$ cat src/rtl/i2c_condition_detector_if.sv
// Raw I2C line inputs, enable and decoded condition/bit strobes for the slave-side detector.
interface i2c_condition_detector_if;
    logic       enable;
    logic       scl_in;
    logic       sda_in;
    logic       start_det;
    logic       rstart_det;
    logic       stop_det;
    logic       timeout_det;
    logic       bus_busy;
    logic       scl_rise;
    logic       scl_fall;
    logic       sda_bit;
    logic [3:0] bit_cnt;
    logic       byte_done;

    modport master (
        output enable, scl_in, sda_in,
        input  start_det, rstart_det, stop_det, timeout_det, bus_busy,
               scl_rise, scl_fall, sda_bit, bit_cnt, byte_done
    );

    modport slave (
        input  enable, scl_in, sda_in,
        output start_det, rstart_det, stop_det, timeout_det, bus_busy,
               scl_rise, scl_fall, sda_bit, bit_cnt, byte_done
    );
endinterface

$ cat src/rtl/i2c_condition_detector.sv
// Oversampling I2C START/repeated-START/STOP detector with glitch filter, bus-busy tracking
// and per-byte bit counter driving single-cycle strobes for a slave shift register.
module i2c_condition_detector #(
    parameter int unsigned FILTER_LEN   = 3,
    parameter int unsigned IDLE_TIMEOUT = 1000,
    parameter int unsigned TMO_W        = 16
) (
    input logic                     clk,
    input logic                     rst,
    i2c_condition_detector_if.slave bus
);

    localparam int unsigned FCW = (FILTER_LEN < 2) ? 1 : $clog2(FILTER_LEN + 1);

    typedef enum logic {IDLE, BUSY} state_t;

    // Bit 0 = SCL, bit 1 = SDA throughout the front end.
    logic [1:0]     sync1_q, sync2_q, filt_q, filt_prev_q;
    logic [FCW-1:0] fcnt_q [2];

    state_t           state_q, state_d;
    logic [TMO_W-1:0] tmo_q, tmo_d;
    logic [3:0]       bit_cnt_q, bit_cnt_d;
    logic             armed_q;
    logic             start_q, start_d, rstart_q, rstart_d, stop_q, stop_d;
    logic             tmo_det_q, tmo_det_d, byte_done_q, byte_done_d;
    logic             scl_rise_q, scl_rise_d, scl_fall_q, scl_fall_d;
    logic             sda_bit_q, sda_bit_d;

    logic scl_f, sda_f, rise_c, fall_c, start_c, stop_c, both_hi;

    always_ff @(posedge clk) begin
        if (rst) begin
            sync1_q     <= '0;
            sync2_q     <= '0;
            filt_q      <= '0;
            filt_prev_q <= '0;
            fcnt_q[0]   <= '0;
            fcnt_q[1]   <= '0;
        end else begin
            sync1_q     <= {bus.sda_in, bus.scl_in};
            sync2_q     <= sync1_q;
            filt_prev_q <= filt_q;
            for (int unsigned i = 0; i < 2; i++) begin
                if (sync2_q[i] == filt_q[i]) begin
                    fcnt_q[i] <= '0;
                end else if (fcnt_q[i] == FCW'(FILTER_LEN - 1)) begin
                    filt_q[i] <= ~filt_q[i];
                    fcnt_q[i] <= '0;
                end else begin
                    fcnt_q[i] <= fcnt_q[i] + FCW'(1);
                end
            end
        end
    end

    // SCL must be high in both cycles, so a same-cycle SCL/SDA toggle is only an SCL edge.
    always_comb begin
        scl_f   = filt_q[0];
        sda_f   = filt_q[1];
        rise_c  = scl_f & ~filt_prev_q[0];
        fall_c  = ~scl_f & filt_prev_q[0];
        start_c = scl_f & filt_prev_q[0] & filt_prev_q[1] & ~sda_f;
        stop_c  = scl_f & filt_prev_q[0] & ~filt_prev_q[1] & sda_f;
        both_hi = scl_f & sda_f;
    end

    always_comb begin
        state_d     = state_q;
        tmo_d       = '0;
        bit_cnt_d   = bit_cnt_q;
        start_d     = 1'b0;
        rstart_d    = 1'b0;
        stop_d      = 1'b0;
        tmo_det_d   = 1'b0;
        byte_done_d = 1'b0;
        scl_rise_d  = rise_c & bus.enable;
        scl_fall_d  = fall_c & bus.enable;
        sda_bit_d   = (rise_c && bus.enable) ? sda_f : sda_bit_q;

        if (!bus.enable) begin
            state_d   = IDLE;
            bit_cnt_d = '0;
        end else begin
            case (state_q)
                IDLE: begin
                    bit_cnt_d = '0;
                    if (start_c && armed_q) begin
                        state_d = BUSY;
                        start_d = 1'b1;
                    end
                end
                BUSY: begin
                    if (start_c) begin
                        rstart_d  = 1'b1;
                        bit_cnt_d = '0;
                    end else if (stop_c) begin
                        stop_d    = 1'b1;
                        state_d   = IDLE;
                        bit_cnt_d = '0;
                    end else begin
                        if (rise_c) begin
                            bit_cnt_d   = (bit_cnt_q == 4'd9) ? 4'd1 : bit_cnt_q + 4'd1;
                            byte_done_d = (bit_cnt_q == 4'd8);
                        end
                        if (both_hi) begin
                            if (tmo_q == TMO_W'(IDLE_TIMEOUT - 1)) begin
                                tmo_det_d   = 1'b1;
                                state_d     = IDLE;
                                bit_cnt_d   = '0;
                                byte_done_d = 1'b0;
                            end else begin
                                tmo_d = tmo_q + TMO_W'(1);
                            end
                        end
                    end
                end
                default: state_d = IDLE;
            endcase
        end
    end

    always_ff @(posedge clk) begin
        if (rst) begin
            state_q     <= IDLE;
            tmo_q       <= '0;
            bit_cnt_q   <= '0;
            armed_q     <= 1'b0;
            start_q     <= 1'b0;
            rstart_q    <= 1'b0;
            stop_q      <= 1'b0;
            tmo_det_q   <= 1'b0;
            byte_done_q <= 1'b0;
            scl_rise_q  <= 1'b0;
            scl_fall_q  <= 1'b0;
            sda_bit_q   <= 1'b0;
        end else begin
            state_q     <= state_d;
            tmo_q       <= tmo_d;
            bit_cnt_q   <= bit_cnt_d;
            armed_q     <= armed_q | both_hi;
            start_q     <= start_d;
            rstart_q    <= rstart_d;
            stop_q      <= stop_d;
            tmo_det_q   <= tmo_det_d;
            byte_done_q <= byte_done_d;
            scl_rise_q  <= scl_rise_d;
            scl_fall_q  <= scl_fall_d;
            sda_bit_q   <= sda_bit_d;
        end
    end

    assign bus.start_det   = start_q;
    assign bus.rstart_det  = rstart_q;
    assign bus.stop_det    = stop_q;
    assign bus.timeout_det = tmo_det_q;
    assign bus.bus_busy    = (state_q == BUSY);
    assign bus.scl_rise    = scl_rise_q;
    assign bus.scl_fall    = scl_fall_q;
    assign bus.sda_bit     = sda_bit_q;
    assign bus.bit_cnt     = bit_cnt_q;
    assign bus.byte_done   = byte_done_q;

endmodule
$ cat src/flat_wrapper.sv
// flat-port wrapper written by rule: the top's interface ports become plain ports
module i2c_condition_detector_flat 
#(
    parameter int unsigned FILTER_LEN   = 3,
    parameter int unsigned IDLE_TIMEOUT = 1000,
    parameter int unsigned TMO_W        = 16
)
  (clk, rst, bus_enable, bus_scl_in, bus_sda_in, bus_start_det, bus_rstart_det, bus_stop_det, bus_timeout_det, bus_bus_busy, bus_scl_rise, bus_scl_fall, bus_sda_bit, bus_bit_cnt, bus_byte_done);
  i2c_condition_detector_if bus_i ();
  input logic clk;
  input logic rst;
  input wire logic [$bits(bus_i.enable)-1:0] bus_enable;
  input wire logic [$bits(bus_i.scl_in)-1:0] bus_scl_in;
  input wire logic [$bits(bus_i.sda_in)-1:0] bus_sda_in;
  output wire logic [$bits(bus_i.start_det)-1:0] bus_start_det;
  output wire logic [$bits(bus_i.rstart_det)-1:0] bus_rstart_det;
  output wire logic [$bits(bus_i.stop_det)-1:0] bus_stop_det;
  output wire logic [$bits(bus_i.timeout_det)-1:0] bus_timeout_det;
  output wire logic [$bits(bus_i.bus_busy)-1:0] bus_bus_busy;
  output wire logic [$bits(bus_i.scl_rise)-1:0] bus_scl_rise;
  output wire logic [$bits(bus_i.scl_fall)-1:0] bus_scl_fall;
  output wire logic [$bits(bus_i.sda_bit)-1:0] bus_sda_bit;
  output wire logic [$bits(bus_i.bit_cnt)-1:0] bus_bit_cnt;
  output wire logic [$bits(bus_i.byte_done)-1:0] bus_byte_done;
  assign bus_i.enable = bus_enable;
  assign bus_i.scl_in = bus_scl_in;
  assign bus_i.sda_in = bus_sda_in;
  assign bus_start_det = bus_i.start_det;
  assign bus_rstart_det = bus_i.rstart_det;
  assign bus_stop_det = bus_i.stop_det;
  assign bus_timeout_det = bus_i.timeout_det;
  assign bus_bus_busy = bus_i.bus_busy;
  assign bus_scl_rise = bus_i.scl_rise;
  assign bus_scl_fall = bus_i.scl_fall;
  assign bus_sda_bit = bus_i.sda_bit;
  assign bus_bit_cnt = bus_i.bit_cnt;
  assign bus_byte_done = bus_i.byte_done;
  i2c_condition_detector #(.FILTER_LEN(FILTER_LEN), .IDLE_TIMEOUT(IDLE_TIMEOUT), .TMO_W(TMO_W)) u_core (.clk(clk), .rst(rst), .bus(bus_i));
endmodule
$ cat config.mk
export PLATFORM = sky130hd
export DESIGN_NAME = i2c_condition_detector_flat
export DESIGN_NICKNAME = d
export VERILOG_FILES = /design/src/rtl/i2c_condition_detector_if.sv /design/src/rtl/i2c_condition_detector.sv /design/src/flat_wrapper.sv
export SDC_FILE = /design/constraint.sdc
export NUM_CORES = 1
export LEC_CHECK = 0
export ABC_AREA = 1
export CORE_ASPECT_RATIO = 2
export CORE_MARGIN = 8
export CORE_UTILIZATION = 55
export CTS_BUF_LIST = sky130_fd_sc_hd__clkbuf_2
export DETAILED_ROUTE_END_ITERATION = 10
export GPL_TIMING_DRIVEN = 0
export PLACE_DENSITY = 0.8
export SLEW_MARGIN = 0
export SYNTH_ARGS = -nofsm -noshare
export SYNTH_HDL_FRONTEND = slang
export SYNTH_SLANG_ARGS = --single-unit
export TNS_END_PERCENT = 20
$ cat constraint.sdc
create_clock -name clk -period 1.6 [get_ports clk]
set_clock_uncertainty 0.05 [all_clocks]
set_input_delay 0.32 -clock clk [delete_from_list [all_inputs] [get_ports clk]]
set_output_delay 0.32 -clock clk [all_outputs]
set_load 0.05 [all_outputs]
-- After elaboration in Yosys (flattened, before gate mapping)
Memory sizes are Yosys's and may differ from the RTL's.
Index checks and enable logic that the tools add are counted.
- register bits after elaboration: 38
- RAM bits: 4
- bits of input ports: 5
- output and inout port bits: 13
- logic and storage cells: 115
- memories: 1
- memories (name ; words ; bits a word ; read ports ; clocked after Yosys merged registers in ; write ports ; RTL line ; text):
    u_core.fcnt_q ; 2 ; 2 ; 2 ; 0 ; 2 ; i2c_condition_detector.sv:19 ; logic [FCW-1:0] fcnt_q [2];
- $add $sub $neg: 4
- equal/unequal tests: 7
- mux-type cells: 49
- bitwise gates (word level): 26
- reduce and logical (&&, ||, !) cells: 11
- operators with widths (cell ; number):
    $mux W1 ; 35
    $mux W4 ; 6
    $add A16 B1 Y16 const B ; 1
    $eq A16 B10 Y1 const B ; 1
    $mux W2 ; 6
    $and A1 B1 Y1 ; 10
    $not A1 Y1 ; 9
    $eq A4 B4 Y1 const B ; 2
    $pmux W4 S2 ; 1
    $or A1 B1 Y1 ; 7
    $reduce_or A7 Y1 ; 1
    $reduce_or A3 Y1 ; 2
    $reduce_or A6 Y1 ; 1
    $reduce_or A5 Y1 ; 1
    $add A2 B1 Y2 const B ; 2
    $add A4 B1 Y4 const B ; 1
    $eq A2 B2 Y1 const B ; 2
    $reduce_and A2 Y1 ; 2
    $reduce_or A4 Y1 ; 1
    $eq A1 B1 Y1 ; 2
    $logic_and A1 B1 Y1 ; 2
    $pmux W1 S2 ; 1
    $reduce_or A2 Y1 ; 1

-- Longest topological paths before layout
Gate-level depths: netlist (run 1).
- word-level depth: 8
- mapped depth: 9
- gate-level depth less buffers: 8

-- Least setup slack after synthesis (run 1)
OpenSTA, ideal clock, no wires.
- kind: reg2reg
- from: register u_core.state_q, in the netlist u_core.bus.bus_busy
- to: register u_core.tmo_q[14]
- library setup time: 0.068 ns
- data arrival time: 1.404 ns
- required time: 1.482 ns
- slack: 0.078 ns
- stages on the path, launching flop included: 8
- buffers on the path: 1
- period minus slack after synthesis: 1.522 ns
- cell sequence: dfxtp_1 -> nand2_1 -> nor2_2 -> nand2_4 -> nor2_4 -> nand2_4 -> buf_12 -> a21oi_4
- word-level cells in the longest chain between the ends: 2
- RTL lines (element ; RTL line ; text):
    start: declaration ; i2c_condition_detector.sv:21 ; state_t state_q, state_d;
    start signal: assignment ; i2c_condition_detector.sv:138 ; state_q <= state_d;
    $not A1 Y1 ; -- ;
    $reduce_or A7 Y1 (no line) ; -- ;
    end signal: assignment ; i2c_condition_detector.sv:139 ; tmo_q <= tmo_d;
    end: declaration ; i2c_condition_detector.sv:22 ; logic [TMO_W-1:0] tmo_q, tmo_d;
No other way between the ends.
A chain may end at the register's enable or synchronous reset.

-- Worst setup path after layout (run 1)
- from: register u_core.rstart_q, in the netlist u_core.bus.rstart_det
- to: output port bus_rstart_det
- RTL lines (element ; RTL line ; text):
    start: declaration ; i2c_condition_detector.sv:25 ; logic start_q, start_d, rstart_q, rstart_d, stop_q, stop_d;
    start signal: assignment ; i2c_condition_detector.sv:143 ; rstart_q <= rstart_d;
    end: declaration ; flat_wrapper.sv:16 ; output wire logic [$bits(bus_i.rstart_det)-1:0] bus_rstart_det;
No word-level cell between the ends.

==> results of run 1 <==
==> power by group <==
part	total, mW	internal (mW)	switching [mW]
Clock	0.619	0.273	0.346
Sequential	1.09	1.08	0.00978
Combinational	0.0698	0.0273	0.0426
==> cells in the mapped netlist, types with 2 or more instances <==
library cell  number  area share [%]
nor2_2             7             2.3
nand3_1           16             4.2
dfxtp_1           38              40
nand4_1            4             1.3
o21ai_0            4             1.1
o211ai_1           2            0.79
nor2_1            42             8.3
ha_1               3             2.0
nand2_4            5             3.0
or2_0              3            0.99
a21oi_2            2            0.92
inv_1             32             6.3
nor2_4             3             1.8
nor3_1             3            0.79
inv_2              2            0.40
buf_6              2             1.2
edfxtp_1           4             6.3
nand2_1           45             8.9
xor2_1             3             1.4
a21oi_1           11             2.9
==> layer usage <==
layer  GRT usage, %  vias up  part of all wire (%)
met1          11.23      727                    36
met2          28.23       27                    58
met4          7.782        0                   2.9
li1               -      804                     -
met5              0        -                     0
met3          3.234       10                   3.3
==> sequential cells by signal (all words and copies together), names as in the netlist, 2 cells and up <==
signal              count
u_core.bus.bit_cnt      4
u_core.fcnt_q           4
u_core.filt_prev_q      2
u_core.filt_q           2
u_core.sync1_q          2
u_core.sync2_q          2
u_core.tmo_q           16
==> final cells by class <==
cell class | instances | area [µm²]
clock inverter | 2 | 36.28
tap | 32 | 40.04
buffer | 3 | 42.54
sequential | 42 | 883.3
multi-input combinational | 164 | 853.3
fill | 303 | 1180
inverter | 35 | 133.9
clock buffer | 6 | 30.03
timing repair buffer | 16 | 141.4
==> repair_timing <==
action,CTS,global route
hold endpoints to repair,0,0
gates resized for setup,44,8
pin swaps,0,0
endpoints found under the setup margin,13,15
==> cell families after synthesis <==
logic type | after synthesis | share of synthesized area (%)
AOI/OAI and AO/OA | 22 | 7.247
xor gates and xnor gates | 4 | 1.845
adders and majority gates | 3 | 1.976
buffers and inverters | 38 | 9.289
DFF | 42 | 46.38
other | 1 | 0.1974
and+or+nand+nor | 131 | 33.07
==> cell usage in the layout (no fill, tap or decap), types with 2 or more instances in the layout <==
cell type / Yosys / layout
dfxtp_1: 38 / 36
buf_2: 0 / 4
edfxtp_1: 4 / 4
inv_1: 32 / 32
nand2_4: 5 / 5
buf_6: 2 / 2
clkbuf_2: 0 / 7
xor2_1: 3 / 3
nor2_1: 42 / 42
nor3_1: 3 / 3
o211ai_1: 2 / 2
nand4_1: 4 / 4
nand2_1: 45 / 45
or2_0: 3 / 3
dfxtp_2: 0 / 2
inv_4: 1 / 2
nor2_4: 3 / 3
ha_1: 3 / 3
a21oi_2: 2 / 2
clkdlybuf4s15_2: 0 / 7
o21ai_0: 4 / 4
conb_1: 1 / 4
nand3_1: 16 / 16
inv_2: 2 / 2
a21oi_1: 11 / 11
clkdlybuf4s50_1: 0 / 3
nor2_2: 7 / 7
==> path summary, 6_finish.rpt <==
check / from / end / slack [ps] / depth (start not counted)
setup / recovery: u_core.bus.rstart_det / bus_rstart_det / 90 / 1
hold / removal: rst / u_core.sync1_q[0] / 40 / 2
setup reg to reg: u_core.tmo_q[0] / u_core.tmo_q[14] / 110 / 5
hold reg to reg: u_core.sync1_q[1] / u_core.sync2_q[1] / 370 / 2
==> through the flow <==
step	power [mW]	setup WS [ps]	area (µm²)	hold WS, ps	instances
after floorplan	1.161	78.06	1911	338.3	244
after global placement	1.181	-138.1	2111	342.0	292
after detailed placement	1.184	-153.3	2111	347.3	292
after CTS	1.805	-97.67	2181	24.22	300
after global routing	1.851	1.865	2161	1.888	300
final	1.780	87.54	2161	43.53	300
==> impl_metrics.json, run 1 <==
{
  "start_kind": "flip-flop",
  "clk_latency_ps": 400,
  "period_share_pct": 94.53,
  "rows": 30,
  "htreeDepth": 2,
  "drt_iter0_drc": 55,
  "power_leakage_nw": 0.8667,
  "slowest_delay_ps": 370,
  "yosysSeqAreaShare_pct": 46.38,
  "syn_avg_cell_area_um2": 7.881,
  "pin_count": 18,
  "grt_first_pass_wirelength_mm": 6.348,
  "vias_per_cell": 5.227,
  "setup_viol": 0,
  "path_delay_family": "flip-flops",
  "grt_overflow": 0,
  "dieArea_um2": 5704,
  "rsz0062_at_grt": "false",
  "clk_path_buf_depth": 2,
  "final_util_pct": 64.68,
  "ctsHoldBuffers": 0,
  "end_kind": "output port",
  "synth_warnings": 0,
  "start_util_pct": 56.85,
  "crit_arrival_ps": 1140,
  "routed_wl_mm": 3.614,
  "port_buffers": 16,
  "p_per_area_nw_per_um2": 823.8,
  "synth_cell_types": 30,
  "routedWlPerCell_um": 12.05,
  "antenna_found_initial": 0,
  "core_um2": 3341,
  "tns_ps": 0,
  "drtAntennaViolNets": 0,
  "grt_pass1_vias": 1567,
  "cts_tree": "yes",
  "max_freq_mhz": 661.2,
  "dominantRegCellSynth": "dfxtp_1",
  "die_x_um": 57.56,
  "finalHoldViolCount": 0,
  "cts_sinks": 42,
  "grt.total_usage_pct": 13.94,
  "cts-root-buf": "clkbuf_2",
  "crit_slowest_cell": "dfxtp_1",
  "vias": 1568,
  "dp_hpwl_mm": 2.833,
  "synth_enable_flop_cells": 4,
  "criticalPathCategory": "reg -> out",
  "syn_to_final_growth_pct": 13.77,
  "cp.buffers_inverters": 1,
  "critical_path.max_fanout": 1,
  "path_clk_slew_ps": 220,
  "cp_cell_sequence": "clkdlybuf4s15_2",
  "synthCells": 241,
  "hold_path_class": "in -> reg",
  "n_antenna_cell": 0,
  "place.gp.congestion": 0.8421,
  "syn_area_um2": 1899,
  "crit_required_ps": 1230,
  "drc": 0,
  "die_h_um": 99.11,
  "drive_above_1_share_pct": 18.28,
  "max-cap-violations": 0,
  "ir_drop_mv": 0.9277,
  "ys_ff_latch": 42,
  "maxSlewViolCount": 0,
  "outcome": "completed",
  "postCtsSetupBuffers": 0,
  "min_period_ps": 1512,
  "first_pass_iters": 4,
  "grt_max_degree": 14,
  "cts_buffers": 5,
  "synthArstFlopShare_pct": 0,
  "fin_nets": 275
}
No activity file was read; power rests on OpenSTA's default activity.
==> run 2, diff against run 1 <==
--- a/config.mk
+++ b/config.mk
@@ -6,6 +6,7 @@
 export NUM_CORES = 1
 export LEC_CHECK = 0
 export ABC_AREA = 1
+export CAP_MARGIN = 5
 export CORE_ASPECT_RATIO = 2
 export CORE_MARGIN = 8
 export CORE_UTILIZATION = 55
==> results of run 2 <==
Final layout, timing and power as in run 1 (identical DEF).
==> run 3, diff against run 2 <==
--- a/config.mk
+++ b/config.mk
@@ -10,11 +10,11 @@
 export CORE_ASPECT_RATIO = 2
 export CORE_MARGIN = 8
 export CORE_UTILIZATION = 55
-export CTS_BUF_LIST = sky130_fd_sc_hd__clkbuf_2
+export CTS_BUF_LIST = sky130_fd_sc_hd__clkbuf_16
 export DETAILED_ROUTE_END_ITERATION = 10
 export GPL_TIMING_DRIVEN = 0
 export PLACE_DENSITY = 0.8
-export SLEW_MARGIN = 0
+export SLEW_MARGIN = 20
 export SYNTH_ARGS = -nofsm -noshare
 export SYNTH_HDL_FRONTEND = slang
 export SYNTH_SLANG_ARGS = --single-unit
==> impl_metrics.json, run 3 (synthesized netlist as in run 1, its figures left out) <==
{
  "tns_ps": 0,
  "grt_first_pass_wirelength_mm": 6.465,
  "cp.depth": 1,
  "criticalPathCategory": "reg -> out",
  "slowest_delay_ps": 540,
  "crit_arrival_ps": 1180,
  "maxSlewViolCount": 0,
  "vias": 1543,
  "pin_count": 18,
  "vias_per_cell": 5.143,
  "end_kind": "output port",
  "mostFrequentLayoutCell": "nand2_1",
  "hold_path_class": "in -> reg",
  "cp.buffers_inverters": 1,
  "n_antenna_cell": 0,
  "critical_path.max_fanout": 4,
  "rsz0062_at_grt": "false",
  "htreeDepth": 2,
  "path_delay_family": "buffers and inverters",
  "largest_reg_flops": 16,
  "grt_overflow": 0,
  "num-fill-cells": 293,
  "cts_tree": "yes",
  "drive_above_1_share_pct": 13.81,
  "largest-register": "u_core.tmo_q",
  "grt_util_met2_pct": 29.11,
  "cp_cell_sequence": "dlygate4sd2_1",
  "final_cell_mix": "nand2_1, nor2_1, dfxtp_1",
  "max-cap-violations": 0,
  "worstHoldPathCells": 2,
  "die_x_um": 57.56,
  "routed_wl_mm": 3.649,
  "start_kind": "flip-flop",
  "final_cells": 300,
  "path_clk_slew_ps": 60,
  "port_buffers": 16,
  "outcome": "completed",
  "drc": 0,
  "die_h_um": 99.11,
  "dieArea_um2": 5704,
  "clk_latency_ps": 280,
  "max_freq_mhz": 644.3,
  "dp_cells": 292,
  "setup_viol": 0,
  "p_per_area_nw_per_um2": 1006,
  "cts_sinks": 42,
  "period_share_pct": 97.00,
  "drt_iter0_drc": 26,
  "grt_pass1_vias": 1568,
  "crit_required_ps": 1230,
  "gr-max-usage-layer": "met2",
  "place.gp.congestion": 0.8421,
  "dp_hpwl_mm": 2.833,
  "start_util_pct": 56.85,
  "final_util_pct": 67.94,
  "routedWlPerCell_um": 12.16,
  "finalWorstSetupSlack_ps": 47.98,
  "grt.total_usage_pct": 14.05,
  "place_ws_ps": -153.3,
  "cts_buffers": 5,
  "grt_max_degree": 14,
  "placed_area_um2": 2111,
  "crit_slowest_cell": "dlygate4sd2_1",
  "antenna_found_initial": 0,
  "rows": 30,
  "first_pass_iters": 4,
  "fin_nets": 275,
  "min_period_ps": 1552,
  "grtUsageMet3_pct": 1.940,
  "core_um2": 3341,
  "finalHoldViolCount": 0,
  "ir_drop_mv": 0.8030,
  "power_leakage_nw": 0.9449,
  "drtAntennaViolNets": 0,
  "cts-root-buf": "clkbuf_16",
  "clk_path_buf_depth": 2,
  "met1_usage_pct": 11.92,
  "reg2regPathDepth": 8,
  "final_area_um2": 2270,
  "syn_to_final_growth_pct": 19.50
}
## run 3: report_power, final
group | leakage, nW | switching (mW) | internal (mW)
Sequential | 0.349 | 0.00959 | 1.08
Clock | 0.0855 | 0.394 | 0.731
Combinational | 0.510 | 0.0428 | 0.0273
## run 3: stage by stage
stage / hold WS (ps) / total power [mW]
4_1_cts: 196.7 / 2.302
6_report: 197.1 / 2.284
3_3_place_gp: 342.0 / 1.181
5_1_grt: 197.9 / 2.354
3_5_place_dp: 347.3 / 1.184
2_1_floorplan: 338.3 / 1.161
## run 3: cell type report
type | count | area (µm²) | area share [%]
flip-flops and latches | 42 | 882.1 | 38.86
multi-input cells | 164 | 858.3 | 37.82
repair buffers | 16 | 147.6 | 6.505
inverters | 35 | 133.9 | 5.899
clock buffers | 5 | 125.1 | 5.513
plain buffers | 3 | 42.54 | 1.874
clock inverters | 3 | 40.04 | 1.764
well taps | 32 | 40.04 | 1.764
## run 3: worst paths after layout
kind,from,end,slack [ps]
min reg2reg,u_core.sync1_q[1],u_core.sync2_q[1],350
max reg2reg,u_core.tmo_q[8],u_core.tmo_q[15],130
min,rst,u_core.sync1_q[0],200
max,u_core.bus.bit_cnt[2],bus_bit_cnt[2],50
## run 3: layer usage
| metal | part of all wire, % | vias up | wire length (µm) |
|---|---|---|---|
| met2 | 58 | 17 | 2125 |
| met4 | 2.1 | 0 | 76 |
| met5 | 0 | - | 0 |
| li1 | - | 802 | - |
| met3 | 2.2 | 7 | 82 |
| met1 | 37 | 717 | 1364 |
## run 3: repair_timing
action,CTS,global route
setup buffers,0,0
hold buffers,0,0
endpoints found under the setup margin,13,12
gates resized for setup,15,4
